===== src/rtl/quad_step_gen.sv =====
// quad_step_gen: quadrature rotary-encoder emulator (PmodENC transmit side).
// Accepts step commands (direction, detent count) and drives A/B quadrature
// edges at a fixed edge rate, tracks the expected wrapped position, and
// emulates a pushbutton with a fixed hold time.
//
// Ports:
//   clk        system clock, rising edge
//   rst        synchronous active-high reset
//   cmd_valid  step command present
//   cmd_dir    1 = clockwise (A leads), 0 = counter-clockwise (B leads)
//   cmd_steps  detents to emit (0 legal)
//   cmd_ready  command can be accepted
//   btn_req    one-cycle button press request
//   A, B       quadrature outputs, rest state 11
//   BTN        emulated pushbutton level
//   pos        position after completed detents, 0..MAX-1
//   done       one-cycle pulse when a command completes
module quad_step_gen #(
  parameter int unsigned STEP_CYCLES = 50000,
  parameter int unsigned BTN_CYCLES  = 500000,
  parameter logic [7:0]  MAX         = 8'd120
) (
  input  logic       clk,
  input  logic       rst,
  input  logic       cmd_valid,
  input  logic       cmd_dir,
  input  logic [7:0] cmd_steps,
  output logic       cmd_ready,
  input  logic       btn_req,
  output logic       A,
  output logic       B,
  output logic       BTN,
  output logic [7:0] pos,
  output logic       done
);

  localparam int unsigned StepW = (STEP_CYCLES > 1) ? $clog2(STEP_CYCLES) : 1;
  localparam int unsigned BtnW  = (BTN_CYCLES > 1) ? $clog2(BTN_CYCLES) : 1;
  localparam logic [StepW-1:0] StepReload = StepW'(STEP_CYCLES - 1);
  localparam logic [BtnW-1:0]  BtnReload  = BtnW'(BTN_CYCLES - 1);

  typedef enum logic [1:0] {StIdle, StRun, StFin} state_e;

  state_e           state_q;
  logic [StepW-1:0] timer_q;
  logic [1:0]       phase_q;   // edge index within the current detent
  logic [7:0]       remain_q;
  logic             dir_q;
  logic             a_q, b_q, ready_q, done_q;
  logic [7:0]       pos_q;
  logic [7:0]       pos_step;

  logic             btn_q;
  logic [BtnW-1:0]  btn_cnt_q;

  // Position after one more detent in the latched direction, wrapping modulo MAX.
  always_comb begin
    pos_step = pos_q;
    if (dir_q) begin
      pos_step = (pos_q == MAX - 8'd1) ? 8'd0 : pos_q + 8'd1;
    end else begin
      pos_step = (pos_q == 8'd0) ? MAX - 8'd1 : pos_q - 8'd1;
    end
  end

  always_ff @(posedge clk) begin
    if (rst) begin
      state_q  <= StIdle;
      timer_q  <= '0;
      phase_q  <= 2'd0;
      remain_q <= 8'd0;
      dir_q    <= 1'b0;
      a_q      <= 1'b1;
      b_q      <= 1'b1;
      pos_q    <= 8'd0;
      ready_q  <= 1'b1;
      done_q   <= 1'b0;
    end else begin
      done_q <= 1'b0;
      unique case (state_q)
        StIdle: begin
          if (ready_q && cmd_valid) begin
            ready_q  <= 1'b0;
            dir_q    <= cmd_dir;
            remain_q <= cmd_steps;
            timer_q  <= StepReload;
            phase_q  <= 2'd0;
            state_q  <= (cmd_steps == 8'd0) ? StFin : StRun;
          end else begin
            // Re-arms one cycle after FIN so cmd_ready lands at T+4N*STEP+2.
            ready_q <= 1'b1;
          end
        end
        StRun: begin
          if (timer_q == '0) begin
            timer_q <= StepReload;
            phase_q <= phase_q + 2'd1;
            // CW toggles A on even edges (A leads); CCW toggles A on odd edges.
            if (dir_q ^ phase_q[0]) begin
              a_q <= ~a_q;
            end else begin
              b_q <= ~b_q;
            end
            if (phase_q == 2'd3) begin
              pos_q    <= pos_step;
              remain_q <= remain_q - 8'd1;
              if (remain_q == 8'd1) begin
                state_q <= StFin;
              end
            end
          end else begin
            timer_q <= timer_q - 1'b1;
          end
        end
        StFin: begin
          done_q  <= 1'b1;
          state_q <= StIdle;
        end
        default: state_q <= StIdle;
      endcase
    end
  end

  // Button hold timer: independent of stepping; requests during a hold are dropped.
  always_ff @(posedge clk) begin
    if (rst) begin
      btn_q     <= 1'b0;
      btn_cnt_q <= '0;
    end else if (btn_q) begin
      if (btn_cnt_q == '0) begin
        btn_q <= 1'b0;
      end else begin
        btn_cnt_q <= btn_cnt_q - 1'b1;
      end
    end else if (btn_req) begin
      btn_q     <= 1'b1;
      btn_cnt_q <= BtnReload;
    end
  end

  assign A         = a_q;
  assign B         = b_q;
  assign BTN       = btn_q;
  assign pos       = pos_q;
  assign done      = done_q;
  assign cmd_ready = ready_q;

endmodule


===== config.mk =====
export PLATFORM = sky130hd
export DESIGN_NAME = quad_step_gen
export DESIGN_NICKNAME = d
export VERILOG_FILES = /design/src/rtl/quad_step_gen.sv
export SDC_FILE = /design/constraint.sdc
export NUM_CORES = 1
export LEC_CHECK = 0
export BUFFER_PORTS_ARGS = -buffer_cell sky130_fd_sc_hd__buf_2
export CELL_PAD_IN_SITES_DETAIL_PLACEMENT = 2
export CELL_PAD_IN_SITES_GLOBAL_PLACEMENT = 2
export CORE_UTILIZATION = 39
export DETAILED_ROUTE_END_ITERATION = 6
export MAX_ROUTING_LAYER = met4
export PLACE_DENSITY = 0.95
export REMOVE_ABC_BUFFERS = 1
export SYNTH_ARGS = -nofsm -noshare
export SYNTH_HDL_FRONTEND = slang
export SYNTH_SLANG_ARGS = --single-unit

===== constraint.sdc =====
create_clock -name clk -period 3.88 [get_ports clk]
set_input_delay 0.776 -clock clk [delete_from_list [all_inputs] [get_ports clk]]
set_output_delay 0.776 -clock clk [all_outputs]
set_load 0.02 [all_outputs]

==> flow_summary_export.csv, run 1 <==
group,metric,value,unit
finish,fin_util,44.3,%
worst_setup_path,required,4.17,ns
yosys,ys.flop_type,"dfxtp_1",
worst_setup_path,slowest_stage,"nor4_1",
drt,drtAntennaViolNets,0,
drt,drc,0,
finish,area_growth_syn_to_layout,9.76,%
pwr,combPwrFrac,24.2,%
drt,wl_per_cell,23.6,um
floorplanning,dieArea,9460,sq um
pwr,switching_power,0.628,mW
job,drv_cap,0,
hold_path,min_from,"phase_q[1]",
yosys,ys_seq_area_share,34.5,%
clock_network,holdBufCountCts,0,
worst_setup_path,critPathKind,"reg2reg",
drt,wl,13.6,mm
worst_setup_path,reg2reg_depth,5,
yosys,syn-cell-area,3540,sq um
sta,finalMaxSlewViolations,0,
global_route,grt_start_max_net_pins,45,
global_route,antenna_found_initial,0,
drt,vias,3752,
floorplanning,core,8760,sq um
placed_design,place_area,3720,sq um
sta,finalHoldViolCount,0,
pwr,swShare,37.4,%
clock_network,clk_path_buf_depth,2,
worst_setup_path,cpPeakStageDelay,0.85,ns
yosys,yosysTopAreaCell,"dfxtp_1",
placed_design,numPortBuffers,25,
floorplanning,row_count,34,
finish,drive_above_1_share,10.9,%
finish,stdcell_area,3880,sq um
pwr,peakVddDrop,0.192,mV
clock_network,cts_tree,"done",
drt,dr.pass1.iters,4,
floorplanning,ios,26,
yosys,yosys-top-cells-count,"dfxtp_1, nand2_1, a21oi_1",
hold_path,hold_path_depth,2,
pwr,cell_internal_pwr,1.05,mW
yosys,synthTopCellsByArea,"dfxtp_1, a21oi_1, o21ai_0, nand2_1, nor3_1",
sta,skew,0.0158,ns
pwr,powerDensity,433,nW/um^2
sta,setup_viol,0,
hold_path,min_to,"phase_q[1]",
pwr,p_seq_share,44.7,%
drt,drt-initial-drc-count,189,
clock_network,post_cts_resized,0,
pwr,clkPwrFrac,31.1,%
clock_network,cts_root_buf,"clkbuf_8",
worst_setup_path,worstPathArrival,3.05,ns
sta,fin_tns_setup,0,ns
floorplanning,die_w,97.3,um
worst_setup_path,r2r_start,"btn_cnt_q[12]",
hold_path,holdCritPathClass,"reg2reg",
worst_setup_path,cp_max_fo,6,
finish,n_fill_cell,993,
clock_network,cts_setup_buffers,0,
clock_network,numCtsBuffers,9,
yosys,ys_warn_count,0,
yosys,ys_types,54,
yosys,synthArstFlopShare,0,%
floorplanning,fp.dieH,97.3,um
yosys,yosysMostFrequentCell,"dfxtp_1",
worst_setup_path,cp-start-kind,"flop",
sta,max_freq,362,MHz
yosys,syn_inst,451,
clock_network,clock_latency,0.35,ns
status,status,"finished, final reports clean",
yosys,netlist.area_leader.share,34.5,%
yosys,ys_ff_latch,61,
worst_setup_path,r2r_slack,1.12,ns
yosys,synth_edf_count,0,
placed_design,place_hpwl,8.74,mm
finish,n_antenna_cell,0,
clock_network,clkSinkCount,61,
placed_design,gp_congestion,0.816,
sta,worstMarginPinSlew,1.06,ns
clock_network,path_clk_slew,0.08,ns
worst_setup_path,reg2reg_to,"btn_cnt_q[2]",
global_route,grt_pass1_vias,4111,
global_route,grt_overflow_total,0,
sta,relSlewSlack,28.5,%
sta,period_share,71.1,%
finish,fin_nets,485,
global_route,grt_pass1_wl,22.3,mm
yosys,syn_avg_cell_area,7.85,sq um
drt,vias_per_cell,6.53,
sta,fin_crit,2.76,ns
sta,rsz0062_at_grt,"no",
pwr,p_leak,1.36,nW
floorplanning,start_util,40.4,%
pwr,p_total,1.68,mW
worst_setup_path,worstPathCellList,"or4_1 > nor4_1 > a21oi_1 > a31oi_1 > o21a_1",
worst_setup_path,worst_setup_path_end_kind,"flop",
clock_network,h-tree-depth,3,
global_route,grtUsageTotal,30.3,%
## cell usage in the layout, fill, tap and decap left out, types with 5 or more instances in the layout
master	n
clkbuf_8	10
nor4b_1	5
a31oi_1	10
nand4_1	10
inv_1	18
or4_1	9
o21ai_0	29
nand2_1	36
nor4_1	15
xor2_1	10
xnor2_1	6
a21oi_1	35
o21a_1	5
or3_1	9
buf_2	25
dfxtp_1	61
nand3_1	21
a211oi_1	8
nor2_1	30
nor3_1	26
a311oi_1	7
ha_1	9
## per-layer routing
metal | part of all wire [%] | vias up | global-route usage, %
li1 | - | 1724 | -
met5 | 0 | - | -
met2 | 50 | 77 | 51.4
met4 | 3.3 | 0 | 12.8
met1 | 44 | 1912 | 35.7
met3 | 2.8 | 39 | 4.82
## critical path, delay by kind of cell, from the launching register on
family	cells	cell delay, ns
AO/OA/AOI/OAI	3	0.82
flip-flops	1	0.37
AND/OR/NAND/NOR	2	1.51
## worst max-delay path by stage
stage / startpoint / endpoint / slack (ns) / cells past startpoint
2_1_floorplan: state_q[0] / pos[7] / 0.96 / 5
3_3_place_gp: btn_cnt_q[9] / btn_cnt_q[11] / 1.50 / 5
3_5_place_dp: timer_q[2] / A / 1.31 / 5
4_1_cts: btn_cnt_q[12] / btn_cnt_q[2] / 1.17 / 5
5_1_grt: btn_cnt_q[12] / btn_cnt_q[2] / 0.97 / 5
6_report: btn_cnt_q[12] / btn_cnt_q[2] / 1.12 / 5
## power by group through the flow
| stage | Clock, mW | Sequential [mW] | Combinational (mW) |
|---|---|---|---|
| after floorplan | 0 | 0.739 | 0.262 |
| after global placement | 0 | 0.749 | 0.351 |
| after detailed placement | 0 | 0.758 | 0.382 |
| after CTS | 0.525 | 0.750 | 0.404 |
| after global routing | 0.551 | 0.758 | 0.441 |
| final | 0.523 | 0.752 | 0.407 |
## cell families after synthesis
family / Yosys count / synth area share (%)
simple gates: 186 / 27.9
compound gates: 130 / 24.4
flops: 61 / 34.5
buf+inv: 46 / 5.23
xor+xnor: 16 / 3.96
fa+ha+maj: 9 / 3.18
mux: 3 / 0.848
## state kept, by name, indices dropped and copies added (netlist names)
register,count
done,1
BTN,1
pos,8
A,1
btn_cnt_q,19
remain_q,8
dir_q,1
B,1
cmd_ready,1
state_q,2
phase_q,2
timer_q,16
## area by class of cell
class                   count  area, sq um  share of cell area [%]
clock buffers              11          141                    3.64
clock inverters             4         25.0                   0.644
inverters                  18         67.6                    1.74
multi-input cells         344         2140                    55.1
flip-flops and latches     61         1220                    31.4
well taps                 108          135                    3.48
repair buffers             29          155                    3.99
## stage by stage
stage	cells	setup slack, ns	hold WS (ns)
floorplan	423	0.958	0.441
global placement	560	1.50	0.466
detailed placement	560	1.31	0.488
CTS	575	1.17	0.511
global route	575	0.969	0.552
finish	575	1.12	0.514
(Power assumes the default switching activity.)
==> inputs of run 2 (changes only) <==
--- a/config.mk
+++ b/config.mk
@@ -8,10 +8,10 @@
 export BUFFER_PORTS_ARGS = -buffer_cell sky130_fd_sc_hd__buf_2
 export CELL_PAD_IN_SITES_DETAIL_PLACEMENT = 2
 export CELL_PAD_IN_SITES_GLOBAL_PLACEMENT = 2
-export CORE_UTILIZATION = 39
+export CORE_UTILIZATION = 32
 export DETAILED_ROUTE_END_ITERATION = 6
 export MAX_ROUTING_LAYER = met4
-export PLACE_DENSITY = 0.95
+export PLACE_DENSITY = 0.85
 export REMOVE_ABC_BUFFERS = 1
 export SYNTH_ARGS = -nofsm -noshare
 export SYNTH_HDL_FRONTEND = slang
==> constraint.sdc (replaced) <==
create_clock -name clk -period 2.35 [get_ports clk]
set_input_delay 0.47 -clock clk [delete_from_list [all_inputs] [get_ports clk]]
set_output_delay 0.47 -clock clk [all_outputs]
set_load 0.02 [all_outputs]
==> flow_summary_export.csv, run 2 (synthesized netlist as in run 1, its figures left out) <==
group,metric,value,unit
placed_design,gp_congestion,0.798,
clock_network,path_clk_slew,0.08,ns
worst_setup_path,required,2.62,ns
sta,finalMaxSlewViolations,0,
drt,vias,3802,
finish,regArea,1220,sq um
global_route,grtUsageTotal,25.1,%
worst_setup_path,worstPathArrival,2.58,ns
drt,drc,0,
finish,stdcell_area,4160,sq um
placed_design,numPortBuffers,25,
clock_network,cts_root_buf,"clkbuf_8",
sta,period_share,98.3,%
sta,finalHoldViolCount,0,
finish,n_antenna_cell,0,
global_route,grt_pass1_vias,4131,
finish,regMostFlops,"btn_cnt_q",
floorplanning,start_util,32.8,%
finish,drive_above_1_share,16.2,%
drt,dr.pass1.iters,5,
placed_design,place_area,3940,sq um
finish,n_fill_cell,1253,
clock_network,clock_latency,0.36,ns
clock_network,clkSinkCount,61,
placed_design,dp_cells,616,
drt,drtAntennaViolNets,0,
drt,wl_per_cell,20.8,um
global_route,antenna_found_initial,0,
finish,layout_common_cells,"dfxtp_1, nand2_1, a21oi_1, nor2_1, buf_4",
floorplanning,core,10800,sq um
clock_network,cts_tree,"done",
drt,vias_per_cell,5.99,
finish,final_cells,635,
worst_setup_path,cp_max_fo,7,
floorplanning,row_count,38,
worst_setup_path,critPathKind,"reg2reg",
finish,largest_reg_flops,19,
sta,fin_crit,2.31,ns
floorplanning,dieArea,11500,sq um
sta,worstMarginPinSlew,0.577,ns
global_route,grt_start_max_net_pins,21,
finish,area_growth_syn_to_layout,17.6,%
clock_network,h-tree-depth,3,
sta,skew,0.0114,ns
drt,wl,13.2,mm
finish,fin_nets,512,
finish,layout_commonest_cell,"dfxtp_1",
floorplanning,fp.dieH,107,um
pwr,powerDensity,708,nW/um^2
floorplanning,die_w,107,um
worst_setup_path,cp-start-kind,"flop",
pwr,peakVddDrop,0.350,mV
hold_path,holdCritPathClass,"in2reg",
worst_setup_path,worst_setup_path_end_kind,"flop",
status,status,"finished, final reports clean",
clock_network,numCtsBuffers,9,
job,drv_cap,0,
sta,setup_viol,0,
sta,relSlewSlack,61.2,%
global_route,grt_pass1_wl,21.7,mm
drt,drt-initial-drc-count,104,
pwr,p_total,2.95,mW
global_route,grt_overflow_total,0,
floorplanning,ios,26,
placed_design,place_hpwl,8.97,mm
finish,multi_input_area,2160,sq um
clock_network,clk_path_buf_depth,2,
sta,max_freq,433,MHz
finish,top_regs,"btn_cnt_q (19), timer_q (16)",
clock_network,holdBufCountCts,0,
pwr,p_leak,1.51,nW
run 2: cell count changes in the layout (fill, tap and decap cells not counted), sizes merged:
cell | previous run | this run
clkbuf | 11 | 15
bufinv | 0 | 1
buf | 29 | 56
clkinv | 2 | 0
clkinvlp | 2 | 0
run 2: area by class of cell:
cell class,instances,share of cell area (%)
Multi-Input combinational cell,344,51.8
Timing Repair Buffer,56,8.53
Clock buffer,15,3.76
Tap cell,140,4.21
Clock inverter,1,0.721
Sequential cell,61,29.3
Inverter,18,1.62
run 2: routing by layer:
metal	GRT usage, %	part of all wire (%)	up-vias
li1	-	-	1776
met1	28.5	44	1928
met2	43.3	51	66
met3	4.62	2.5	32
met4	10.3	2.3	0
met5	-	0	-
run 2: worst paths after layout:
kind                  from      endpoint  slack, ns  depth (start not counted)
max          btn_cnt_q[12]  btn_cnt_q[9]       0.04                          6
min                cmd_dir         dir_q       0.42                          3
min reg2reg    remain_q[7]   remain_q[7]       0.51                          2
max reg2reg  btn_cnt_q[12]  btn_cnt_q[9]       0.04                          6
run 2: stage by stage:
step	worst slack (ns)	util (%)	TNS [ns]	hold slack (ns)
6_report	0.0391	38.6	0	0.416
5_1_grt	-0.0345	38.6	-0.0462	0.412
4_1_cts	0.0213	38.3	0	0.399
3_5_place_dp	-0.0193	36.5	-0.0193	0.489
3_3_place_gp	0.116	36.5	0	0.460
2_1_floorplan	-0.572	-	-6.27	0.441
run 2: power breakdown:
| group | total [mW] | switching, mW | internal, mW | leakage, nW |
|---|---|---|---|---|
| clock network | 0.971 | 0.448 | 0.523 | 0.0919 |
| registers | 1.22 | 0.103 | 1.12 | 0.500 |
| logic | 0.759 | 0.468 | 0.291 | 0.917 |
| total | 2.95 | 1.02 | 1.93 | 1.51 |
run 2: repair_timing:
| action | 4_1_cts | 5_1_grt |
|---|---|---|
| gates cloned | 0 | 0 |
| pin swaps | 0 | 2 |
| buffers inserted | 0 | 3 |
| endpoints found under the setup margin | 2 | 10 |
| resized for setup | 1 | 6 |
run 2: worst max-delay path, cell delays in order (launching register included):
cell	delay (ns)
dfxtp_1	0.36
or4_4	0.57
or4_4	0.57
buf_2	0.20
o21ai_1	0.14
a21oi_1	0.09
a211oi_1	0.29
==> inputs of run 3 (changes only) <==
--- a/config.mk
+++ b/config.mk
@@ -11,7 +11,7 @@
 export CORE_UTILIZATION = 32
 export DETAILED_ROUTE_END_ITERATION = 6
 export MAX_ROUTING_LAYER = met4
-export PLACE_DENSITY = 0.85
+export PLACE_DENSITY_LB_ADDON = 0.1
 export REMOVE_ABC_BUFFERS = 1
 export SYNTH_ARGS = -nofsm -noshare
 export SYNTH_HDL_FRONTEND = slang
==> flow_summary_export.csv, run 3 (synthesized netlist as in run 1, its figures left out) <==
group,metric,value,unit
global_route,grt_pass1_wl,19.6,mm
sta,skew,0.0103,ns
clock_network,clkSinkCount,61,
worst_setup_path,cp_max_fo,11,
drt,wl,11.8,mm
global_route,grtUsageTotal,22.6,%
finish,area_growth_syn_to_layout,17.4,%
sta,rsz0062_at_grt,"no",
drt,vias_per_cell,5.80,
worst_setup_path,worstPathArrival,2.44,ns
floorplanning,start_util,32.8,%
global_route,grt_start_max_net_pins,35,
worst_setup_path,worst_setup_path_end_kind,"flop",
finish,layout_commonest_cell,"dfxtp_1",
pwr,powerDensity,715,nW/um^2
placed_design,gp_congestion,0.784,
sta,finalHoldViolCount,0,
hold_path,holdCritPathClass,"in2reg",
finish,n_antenna_cell,0,
clock_network,path_clk_slew,0.07,ns
drt,vias,3654,
clock_network,cts_tree,"done",
sta,max_freq,457,MHz
placed_design,place_hpwl,8.47,mm
finish,fin_nets,507,
worst_setup_path,cp-start-kind,"flop",
sta,fin_tns_setup,0,ns
finish,fin_util,38.5,%
sta,relSlewSlack,39.8,%
finish,regMostFlops,"btn_cnt_q",
drt,drc,0,
finish,regArea,1220,sq um
drt,wl_per_cell,18.8,um
global_route,grt_pass1_vias,3813,
finish,largest_reg_flops,19,
floorplanning,row_count,38,
floorplanning,fp.dieH,107,um
global_route,antenna_found_initial,0,
finish,n_fill_cell,1265,
drt,drt-initial-drc-count,129,
finish,top_regs,"btn_cnt_q (19), timer_q (16)",
sta,finalMaxSlewViolations,0,
global_route,grt_overflow_total,0,
clock_network,numCtsBuffers,9,
drt,drtAntennaViolNets,0,
drt,dr.pass1.iters,4,
sta,period_share,93.2,%
job,drv_cap,0,
worst_setup_path,required,2.60,ns
placed_design,dp_cells,614,
finish,drive_above_1_share,15.3,%
clock_network,h-tree-depth,3,
sta,fin_crit,2.19,ns
pwr,p_leak,1.50,nW
clock_network,clock_latency,0.36,ns
finish,final_cells,630,
floorplanning,ios,26,
status,status,"finished, final reports clean",
floorplanning,core,10800,sq um
clock_network,clk_path_buf_depth,2,
clock_network,cts_root_buf,"clkbuf_8",
floorplanning,dieArea,11500,sq um
finish,multi_input_area,2150,sq um
pwr,peakVddDrop,0.291,mV
sta,worstMarginPinSlew,0.899,ns
placed_design,numPortBuffers,25,
worst_setup_path,critPathKind,"reg2reg",
floorplanning,die_w,107,um
clock_network,cts_setup_buffers,0,
finish,layout_common_cells,"dfxtp_1, nand2_1, a21oi_1, nor2_1, o21ai_0",
sta,setup_viol,0,
## run 3: cell count changes in the layout (fill, tap and decap cells not counted), sizes merged
cell | previous run | this run
bufinv | 1 | 2
clkinvlp | 0 | 1
clkbuf | 15 | 12
buf | 56 | 51
clkinv | 0 | 1
## run 3: per-layer routing
metal  global-route usage (%)  share of wire [%]
met5                        -                  0
met4                     8.51                1.6
met1                     29.2                 49
met3                     2.80                2.2
met2                     35.9                 47
## run 3: area by class of cell
type | count | share of cell area, %
clock buffer | 12 | 3.25
clock inverter | 4 | 1.75
inverter | 18 | 1.63
multi-input combinational | 344 | 51.7
sequential | 61 | 29.4
tap | 140 | 4.22
timing repair buffer | 51 | 8.01
## run 3: path summary, 6_finish.rpt
path	start	end	slack (ns)	cells past startpoint
setup reg to reg	btn_cnt_q[13]	btn_cnt_q[3]	0.16	5
hold reg to reg	phase_q[1]	phase_q[1]	0.48	2
setup / recovery	btn_cnt_q[13]	btn_cnt_q[3]	0.16	5
hold / removal	cmd_dir	dir_q	0.39	3
## run 3: where the power goes
group          internal (mW)  switching [mW]  leakage, nW  total, mW
sequential              1.12          0.0954        0.501       1.21
combinational          0.278           0.441        0.901      0.719
clock                  0.597           0.442        0.101       1.04
## run 3: critical path: stages, from the launching register on
cell,delay [ns]
dfxtp_1,0.36
or4_1,0.54
or4_4,0.54
o21ai_0,0.34
a21oi_1,0.12
o21a_1,0.19
## run 3: per-stage QoR
| step | setup WS [ns] | hold WS [ns] | power [mW] | cell area, sq um |
|---|---|---|---|---|
| after floorplan | -0.572 | 0.441 | 1.65 | 3420 |
| after global placement | 0.0768 | 0.457 | 1.91 | 3940 |
| after detailed placement | 0.100 | 0.466 | 1.94 | 3940 |
| after CTS | 0.0928 | 0.369 | 3.01 | 4140 |
| after global routing | 0.00668 | 0.401 | 3.14 | 4160 |
| final | 0.161 | 0.389 | 2.97 | 4160 |
## run 3: what timing repair did
item	in CTS	in global routing
hold buffers	0	0
resized for setup	0	3
setup endpoints to repair	0	7
